## config.mk

```make
export PLATFORM = sky130hd
export DESIGN_NAME = ordered_update_bank_flat
export DESIGN_NICKNAME = d
export VERILOG_FILES = /design/src/rtl/ordered_update_bank_pkg.sv /design/src/rtl/ordered_update_bank_if.sv /design/src/rtl/ordered_update_bank_evt_fifo.sv /design/src/rtl/ordered_update_bank.sv /design/src/flat_wrapper.sv
export SDC_FILE = /design/constraint.sdc
export NUM_CORES = 1
export LEC_CHECK = 0
export CAP_MARGIN = 20
export CORE_MARGIN = 1
export CORE_UTILIZATION = 52
export CTS_CLUSTER_DIAMETER = 100
export DETAILED_ROUTE_END_ITERATION = 6
export PLACE_DENSITY = 0.76
export REMOVE_ABC_BUFFERS = 1
export SLEW_MARGIN = 20
export SYNTH_ARGS = -nofsm -noshare
export SYNTH_HDL_FRONTEND = slang
export SYNTH_SLANG_ARGS = --single-unit
```

## constraint.sdc

```tcl
create_clock -name clk -period 2.7 [get_ports clk]
set_clock_uncertainty 0.1 [all_clocks]
set_input_delay 0.27 -clock clk [delete_from_list [all_inputs] [get_ports clk]]
set_output_delay 0.27 -clock clk [all_outputs]
set_load 0.02 [all_outputs]
```

## src/rtl/ordered_update_bank_pkg.sv

```systemverilog
// Shared types and width helpers for the ordered update bank.
// ORDERED_UPDATE_BANK_TS_EN adds a timestamp field to evt_t.
package ordered_update_pkg;

  function automatic int addr_w(input int n);
    return (n < 2) ? 1 : $clog2(n);
  endfunction

  // The occupancy count must represent DEPTH itself, so it needs one extra bit.
  function automatic int cnt_w(input int depth);
    return $clog2(depth) + 1;
  endfunction

  localparam int DEF_NUM_REG = 4;
  localparam int DEF_WIDTH   = 8;
  localparam int DEF_TS_W    = 16;
  localparam int DEF_ADDR_W  = addr_w(DEF_NUM_REG);

  typedef struct packed {
`ifdef ORDERED_UPDATE_BANK_TS_EN
    logic [DEF_TS_W-1:0]   ts;
`endif
    logic [DEF_ADDR_W-1:0] addr;
    logic [DEF_WIDTH-1:0]  data;
  } evt_t;

endpackage

```

## src/rtl/ordered_update_bank_if.sv

```systemverilog
// Write/read/event bus of the ordered update bank; master = update sources and monitor.
// ORDERED_UPDATE_BANK_TS_EN adds the evt_ts signal and its TS_W parameter.
interface ordered_update_bank_if import ordered_update_pkg::*; #(
  parameter int NUM_WR  = 2,
  parameter int NUM_REG = 4,
  parameter int WIDTH   = 8
`ifdef ORDERED_UPDATE_BANK_TS_EN
  , parameter int TS_W  = 16
`endif
);
  localparam int AW = addr_w(NUM_REG);

  logic [NUM_WR-1:0]       wr_valid;
  logic [NUM_WR*AW-1:0]    wr_addr;
  logic [NUM_WR*WIDTH-1:0] wr_data;
  logic [AW-1:0]           rd_addr;
  logic [WIDTH-1:0]        rd_data;
  logic                    evt_valid;
  logic                    evt_ready;
  logic [AW-1:0]           evt_addr;
  logic [WIDTH-1:0]        evt_data;
  logic                    evt_coalesced;
`ifdef ORDERED_UPDATE_BANK_TS_EN
  logic [TS_W-1:0]         evt_ts;
`endif

  modport master (
    output wr_valid, wr_addr, wr_data, rd_addr, evt_ready,
    input  rd_data, evt_valid, evt_addr, evt_data, evt_coalesced
`ifdef ORDERED_UPDATE_BANK_TS_EN
    , input evt_ts
`endif
  );

  modport slave (
    input  wr_valid, wr_addr, wr_data, rd_addr, evt_ready,
    output rd_data, evt_valid, evt_addr, evt_data, evt_coalesced
`ifdef ORDERED_UPDATE_BANK_TS_EN
    , output evt_ts
`endif
  );

endinterface

```

## src/rtl/ordered_update_bank_evt_fifo.sv

```systemverilog
// First-word-fall-through event FIFO; the head entry is visible while not empty.
// A push is accepted when full if a pop happens on the same edge.
module ordered_update_evt_fifo import ordered_update_pkg::*; #(
  parameter int ENTRY_W = 10,
  parameter int DEPTH   = 4
) (
  input  logic               clk,
  input  logic               rst,
  input  logic               push_i,
  input  logic [ENTRY_W-1:0] din_i,
  input  logic               pop_i,
  output logic [ENTRY_W-1:0] dout_o,
  output logic               full_o,
  output logic               empty_o
);
  localparam int PW = $clog2(DEPTH);
  localparam int CW = cnt_w(DEPTH);

  logic [ENTRY_W-1:0] mem_q [DEPTH];
  logic [PW-1:0]      wr_ptr_q, rd_ptr_q;
  logic [CW-1:0]      count_q, count_d;
  logic               do_push, do_pop;

  assign empty_o = (count_q == '0);
  assign full_o  = (count_q == CW'(DEPTH));
  assign do_pop  = pop_i && !empty_o;
  assign do_push = push_i && (!full_o || do_pop);
  assign dout_o  = mem_q[rd_ptr_q];

  always_comb begin
    count_d = count_q;
    case ({do_push, do_pop})
      2'b10:   count_d = count_q + 1'b1;
      2'b01:   count_d = count_q - 1'b1;
      default: count_d = count_q;
    endcase
  end

  // Pointers wrap naturally because DEPTH is a power of two.
  always_ff @(posedge clk or posedge rst) begin
    if (rst) begin
      wr_ptr_q <= '0;
      rd_ptr_q <= '0;
      count_q  <= '0;
    end else begin
      if (do_push) wr_ptr_q <= wr_ptr_q + 1'b1;
      if (do_pop)  rd_ptr_q <= rd_ptr_q + 1'b1;
      count_q <= count_d;
    end
  end

  always_ff @(posedge clk) begin
    if (do_push) mem_q[wr_ptr_q] <= din_i;
  end

endmodule

```

## src/rtl/ordered_update_bank.sv

```systemverilog
// Multi-writer register bank with deterministic same-cycle resolution and a change-event FIFO.
// ORDERED_UPDATE_BANK_TS_EN adds a free-running cycle counter and per-event timestamps.
module ordered_update_bank import ordered_update_pkg::*; #(
  parameter int               NUM_WR    = 2,
  parameter int               NUM_REG   = 4,
  parameter int               WIDTH     = 8,
  parameter int               LAST_WINS = 1,
  parameter logic [WIDTH-1:0] RESET_VAL = '0,
  parameter int               EVT_DEPTH = 4,
  parameter int               TS_W      = 16
) (
  input logic               clk,
  input logic               rst,
  ordered_update_bank_if.slave bus
);
  localparam int AW = addr_w(NUM_REG);

  typedef struct packed {
`ifdef ORDERED_UPDATE_BANK_TS_EN
    logic [TS_W-1:0]  ts;
`endif
    logic [AW-1:0]    addr;
    logic [WIDTH-1:0] data;
  } entry_t;

  localparam int ENTRY_W = $bits(entry_t);

  if (NUM_WR < 1 || NUM_WR > 8) begin : g_bad_num_wr
    $error("NUM_WR must be 1..8");
  end
  if (NUM_REG < 2 || (NUM_REG & (NUM_REG - 1)) != 0) begin : g_bad_num_reg
    $error("NUM_REG must be a power of two >= 2");
  end
  if (EVT_DEPTH < 2 || (EVT_DEPTH & (EVT_DEPTH - 1)) != 0) begin : g_bad_depth
    $error("EVT_DEPTH must be a power of two >= 2");
  end
  if (TS_W < 1) begin : g_bad_ts_w
    $error("TS_W must be >= 1");
  end

  logic [WIDTH-1:0]   reg_val [NUM_REG];
  logic [NUM_REG-1:0] change;
  logic [NUM_REG-1:0] pend_q, pend_d, push_clr;
  logic               coal_q, coal_d;
  logic               scan_any, push, pop;
  logic [AW-1:0]      scan_idx;
  logic               fifo_full, fifo_empty;
  logic [ENTRY_W-1:0] fifo_dout;
  entry_t             push_entry, head_entry;

  genvar gi;
  generate
    for (gi = 0; gi < NUM_REG; gi++) begin : g_reg
      logic             hit;
      logic [WIDTH-1:0] win;
      logic [WIDTH-1:0] val_q;

      always_comb begin
        hit = 1'b0;
        win = val_q;
        for (int w = 0; w < NUM_WR; w++) begin
          if (bus.wr_valid[w] && bus.wr_addr[w*AW +: AW] == AW'(gi)) begin
            if (LAST_WINS != 0 || !hit) win = bus.wr_data[w*WIDTH +: WIDTH];
            hit = 1'b1;
          end
        end
      end

      assign change[gi]  = hit && (win != val_q);
      assign reg_val[gi] = val_q;

      always_ff @(posedge clk or posedge rst) begin
        if (rst)             val_q <= RESET_VAL;
        else if (change[gi]) val_q <= win;
      end
    end
  endgenerate

  always_comb begin
    scan_idx = '0;
    for (int r = NUM_REG - 1; r >= 0; r--) begin
      if (pend_q[r]) scan_idx = AW'(r);
    end
  end

  assign scan_any = |pend_q;
  assign pop      = !fifo_empty && bus.evt_ready;
  assign push     = scan_any && (!fifo_full || pop);
  assign push_clr = push ? (NUM_REG'(1) << scan_idx) : '0;

  // A change landing on the register being pushed re-arms it without counting as
  // coalesced: the pushed event holds the old value and a new event will follow.
  always_comb begin
    pend_d = change | (pend_q & ~push_clr);
    coal_d = coal_q | (|(change & pend_q & ~push_clr));
  end

  always_ff @(posedge clk or posedge rst) begin
    if (rst) begin
      pend_q <= '0;
      coal_q <= 1'b0;
    end else begin
      pend_q <= pend_d;
      coal_q <= coal_d;
    end
  end

`ifdef ORDERED_UPDATE_BANK_TS_EN
  logic [TS_W-1:0] ts_q;

  always_ff @(posedge clk or posedge rst) begin
    if (rst) ts_q <= '0;
    else     ts_q <= ts_q + 1'b1;
  end
`endif

  always_comb begin
    push_entry      = '0;
    push_entry.addr = scan_idx;
    push_entry.data = reg_val[scan_idx];
`ifdef ORDERED_UPDATE_BANK_TS_EN
    push_entry.ts   = ts_q;
`endif
  end

  ordered_update_evt_fifo #(
    .ENTRY_W (ENTRY_W),
    .DEPTH   (EVT_DEPTH)
  ) u_evt_fifo (
    .clk     (clk),
    .rst     (rst),
    .push_i  (push),
    .din_i   (push_entry),
    .pop_i   (pop),
    .dout_o  (fifo_dout),
    .full_o  (fifo_full),
    .empty_o (fifo_empty)
  );

  assign head_entry        = fifo_dout;
  assign bus.rd_data       = reg_val[bus.rd_addr];
  assign bus.evt_valid     = !fifo_empty;
  assign bus.evt_addr      = head_entry.addr;
  assign bus.evt_data      = head_entry.data;
  assign bus.evt_coalesced = coal_q;
`ifdef ORDERED_UPDATE_BANK_TS_EN
  assign bus.evt_ts        = head_entry.ts;
`endif

endmodule

```

## src/flat_wrapper.sv

```systemverilog
// flat-port wrapper written by rule: the top's interface ports become plain ports
module ordered_update_bank_flat import ordered_update_pkg::*;
#(
  parameter int               NUM_WR    = 2,
  parameter int               NUM_REG   = 4,
  parameter int               WIDTH     = 8,
  parameter int               LAST_WINS = 1,
  parameter logic [WIDTH-1:0] RESET_VAL = '0,
  parameter int               EVT_DEPTH = 4,
  parameter int               TS_W      = 16
)
  (clk, rst, bus_wr_valid, bus_wr_addr, bus_wr_data, bus_rd_addr, bus_evt_ready, bus_rd_data, bus_evt_valid, bus_evt_addr, bus_evt_data, bus_evt_coalesced);
  ordered_update_bank_if #(.NUM_WR(NUM_WR), .NUM_REG(NUM_REG), .WIDTH(WIDTH)) bus_i ();
  input logic clk;
  input logic rst;
  input wire logic [$bits(bus_i.wr_valid)-1:0] bus_wr_valid;
  input wire logic [$bits(bus_i.wr_addr)-1:0] bus_wr_addr;
  input wire logic [$bits(bus_i.wr_data)-1:0] bus_wr_data;
  input wire logic [$bits(bus_i.rd_addr)-1:0] bus_rd_addr;
  input wire logic [$bits(bus_i.evt_ready)-1:0] bus_evt_ready;
  output wire logic [$bits(bus_i.rd_data)-1:0] bus_rd_data;
  output wire logic [$bits(bus_i.evt_valid)-1:0] bus_evt_valid;
  output wire logic [$bits(bus_i.evt_addr)-1:0] bus_evt_addr;
  output wire logic [$bits(bus_i.evt_data)-1:0] bus_evt_data;
  output wire logic [$bits(bus_i.evt_coalesced)-1:0] bus_evt_coalesced;
  assign bus_i.wr_valid = bus_wr_valid;
  assign bus_i.wr_addr = bus_wr_addr;
  assign bus_i.wr_data = bus_wr_data;
  assign bus_i.rd_addr = bus_rd_addr;
  assign bus_i.evt_ready = bus_evt_ready;
  assign bus_rd_data = bus_i.rd_data;
  assign bus_evt_valid = bus_i.evt_valid;
  assign bus_evt_addr = bus_i.evt_addr;
  assign bus_evt_data = bus_i.evt_data;
  assign bus_evt_coalesced = bus_i.evt_coalesced;
  ordered_update_bank #(.NUM_WR(NUM_WR), .NUM_REG(NUM_REG), .WIDTH(WIDTH), .LAST_WINS(LAST_WINS), .RESET_VAL(RESET_VAL), .EVT_DEPTH(EVT_DEPTH), .TS_W(TS_W)) u_core (.clk(clk), .rst(rst), .bus(bus_i));
endmodule
```

==> flow_summary.toml <==
[outcome]
status = "finished, final reports clean"

[cts]
h-tree-depth = 3
post_cts_resized = 0
cts-root-buf = "clkbuf_8"
clkTransAtPathRegs_ps = 90
postCtsHoldBufs = 0
cts_buffers = 9
cts.sinks = 84
clockBufferDepth = 2
postCtsSetupBuffers = 0
insertion_delay_ps = 360
cts_tree = "yes"

[die]
coreArea_um2 = 9200
rows = 35
initial_core_util_pct = 53.3
die_w_um = 99.0
die_area_um2 = 9810
ios = 47
die_y_um = 99.0

[layout]
stdcell_area_um2 = 5890
nFillCells = 748
drive_gt1_share_pct = 15.7
synthToLayoutAreaGrowth_pct = 20.3
diodes = 0
regArea_um2 = 2300
multi_input_area_um2 = 2380
fin_util_pct = 64.1
layout.nets = 569
layoutNonFillerInstCount = 652

[global_route]
grt_usage_pct = 27.3
grt_pass1_wl_um = 20400
antenna_found_initial = 0
grt_max_degree = 22
overflow = 0
first_global_vias = 4057

[route]
wl_per_cell_um = 19.8
initialDrtViolationCount = 389
wl_um = 12900
drt-pass1-iter-count = 6
ant_nets = 0
vias = 4178
routed_via_density = 6.41
remaining_drc_errors = 0

[yosys]
synth_top_area_share_pct = 24.5
synth_cell_types = 54
synth_area_leaders = "edfxtp_1 25%, dfrtp_1 22%, mux4_2 8.3%"
yosys_warnings = 0
synthArstFlopShare_pct = 52.4
synth-edff-count = 40
ys_ff_latch = 84
ys_seq_area_share_pct = 47.0
synth-main-ff-cell = "dfrtp_1"
postSynthAreaPerCell_um2 = 10.3
syn-instance-count = 475
synth_largest_area_cell = "edfxtp_1"
synth_area_um2 = 4900

[sta]
min_period_ps = 2510
slew_headroom_pct = 62.8
setup_viol = 0
grt_setup_unrepaired = "false"
holdWs_ps = 15.9
drv_slew = 0
hold_viol = 0
period_share_pct = 92.9
max_freq_mhz = 399
worst_pin_slew_ps = 556

[setup_path]
worst_setup_path_start_kind = "input pin"
worstSetupPathType = "in2out"
cp.required_ps = 2330
end_kind = "primary output"
crit_fanout = 6
critical_path_arrival_ps = 2140

[power]
peakVddDrop_uv = 353
leakage_nw = 2.23
powerDensity_nw_per_um2 = 833
power.total_mw = 4.91

[place]
dpl_cell_area_um2 = 5660
placed_cells = 636
dpl.hpwl_um = 9590
place_congestion = 0.901
io_buffer_count = 46

[hold_path]
worstHoldPathType = "in2async"

[job]
max_cap_violations = 0
[kinds of logic after synthesis]
kind of cell             Yosys count  synth area share [%]
AND/OR/NAND/NOR                  164                  16.6
AO/OA/AOI/OAI                    133                  17.8
flip-flops                        84                  47.0
buffers and inverters             48                  4.45
multiplexers                      28                  10.3
XOR/XNOR                          12                  2.15
adder cells (fa/ha/maj)            6                  1.69
[stage by stage]
stage | worst slack [ps] | setup TNS, ps
finish | 191 | 0
global route | 41.0 | 0
CTS | 178 | 0
detailed placement | -61.5 | -61.5
global placement | -12.4 | -12.4
floorplan | 143 | 0
[where the power goes]
group	leakage, nW	total [mW]	switching, mW	internal, mW
clock	0.112	1.04	0.503	0.536
sequential	0.876	2.06	0.270	1.79
combinational	1.24	1.82	0.929	0.886
[final timing paths]
check,from,end,slack (ps),cells after the start
setup reg to reg,u_core.u_evt_fifo.count_q[0],u_core.u_evt_fifo.count_q[2],260,9
hold reg to reg,u_core.u_evt_fifo.count_q[2],u_core.u_evt_fifo.count_q[2],390,1
min in group clk,u_core.u_evt_fifo.count_q[2],u_core.u_evt_fifo.count_q[2],390,1
setup / recovery,bus_rd_addr[0],bus_rd_data[3],190,3
hold / removal,rst,u_core.u_evt_fifo.rd_ptr_q[1],20,2
max in group asynchronous,rst,u_core.g_reg[0].val_q[2],1910,3
[placed cells by master, fill, tap and decap left out, drive strengths merged, types with 8 or more instances in the layout]
master,instances
a21oi,32
a221oi,8
a22oi,9
a31oi,18
and2,8
buf,42
clkbuf,9
clkdlybuf4s50,46
dfrtp,44
edfxtp,40
inv,12
mux2i,10
mux4,18
nand2,54
nand3,9
nor2,46
nor3,9
o21ai,38
o221ai,12
xnor2,9
[registers in the layout, summed over array words and instances, names as in the netlist]
signal / count
u_core.pend_q: 4
u_core.u_evt_fifo.wr_ptr_q: 2
u_core.bus.evt_coalesced: 1
u_core.g.val_q: 32
u_core.u_evt_fifo.rd_ptr_q: 2
u_core.u_evt_fifo.count_q: 3
u_core.u_evt_fifo.mem_q: 40
[critical path: stages]
cell and delay (ps):
clkdlybuf4s50_1 730, mux4_2 560, clkdlybuf4s50_1 570
[cell type report]
class / count / area share (%)
Clock inverter: 7 / 1.78
Clock buffer: 9 / 2.10
Inverter: 10 / 0.637
Sequential cell: 84 / 39.1
Multi-Input combinational cell: 343 / 40.4
Tap cell: 111 / 2.36
Timing Repair Buffer: 88 / 13.6
[Yosys cell counts, types with 4 or more instances]
master and n:
mux4_2 18, o21ai_1 13, a31oi_1 18, a21oi_1 30
nand2_1 54, nor3_1 9, dfrtp_1 44, nor2_1 46
a2bb2oi_1 6, xnor2_1 9, or3_1 7, clkbuf_1 19
o21ai_0 25, and2_1 8, ha_1 5, inv_1 10
a22oi_1 9, nand3_1 9, and3b_1 4, edfxtp_1 40
mux2i_1 10, buf_2 11, a221oi_1 5, o221ai_1 12
nand3b_1 4
[per-layer routing]
metal  wire [um]  vias to the layer above  GRT usage, %
met2        6360                      210          46.7
li1            -                     1904             -
met5           0                        -             0
met4         344                        0          10.8
met3         787                       43          3.69
met1        5440                     2021          35.3
Note: power is estimated with default switching activity, not from simulation.
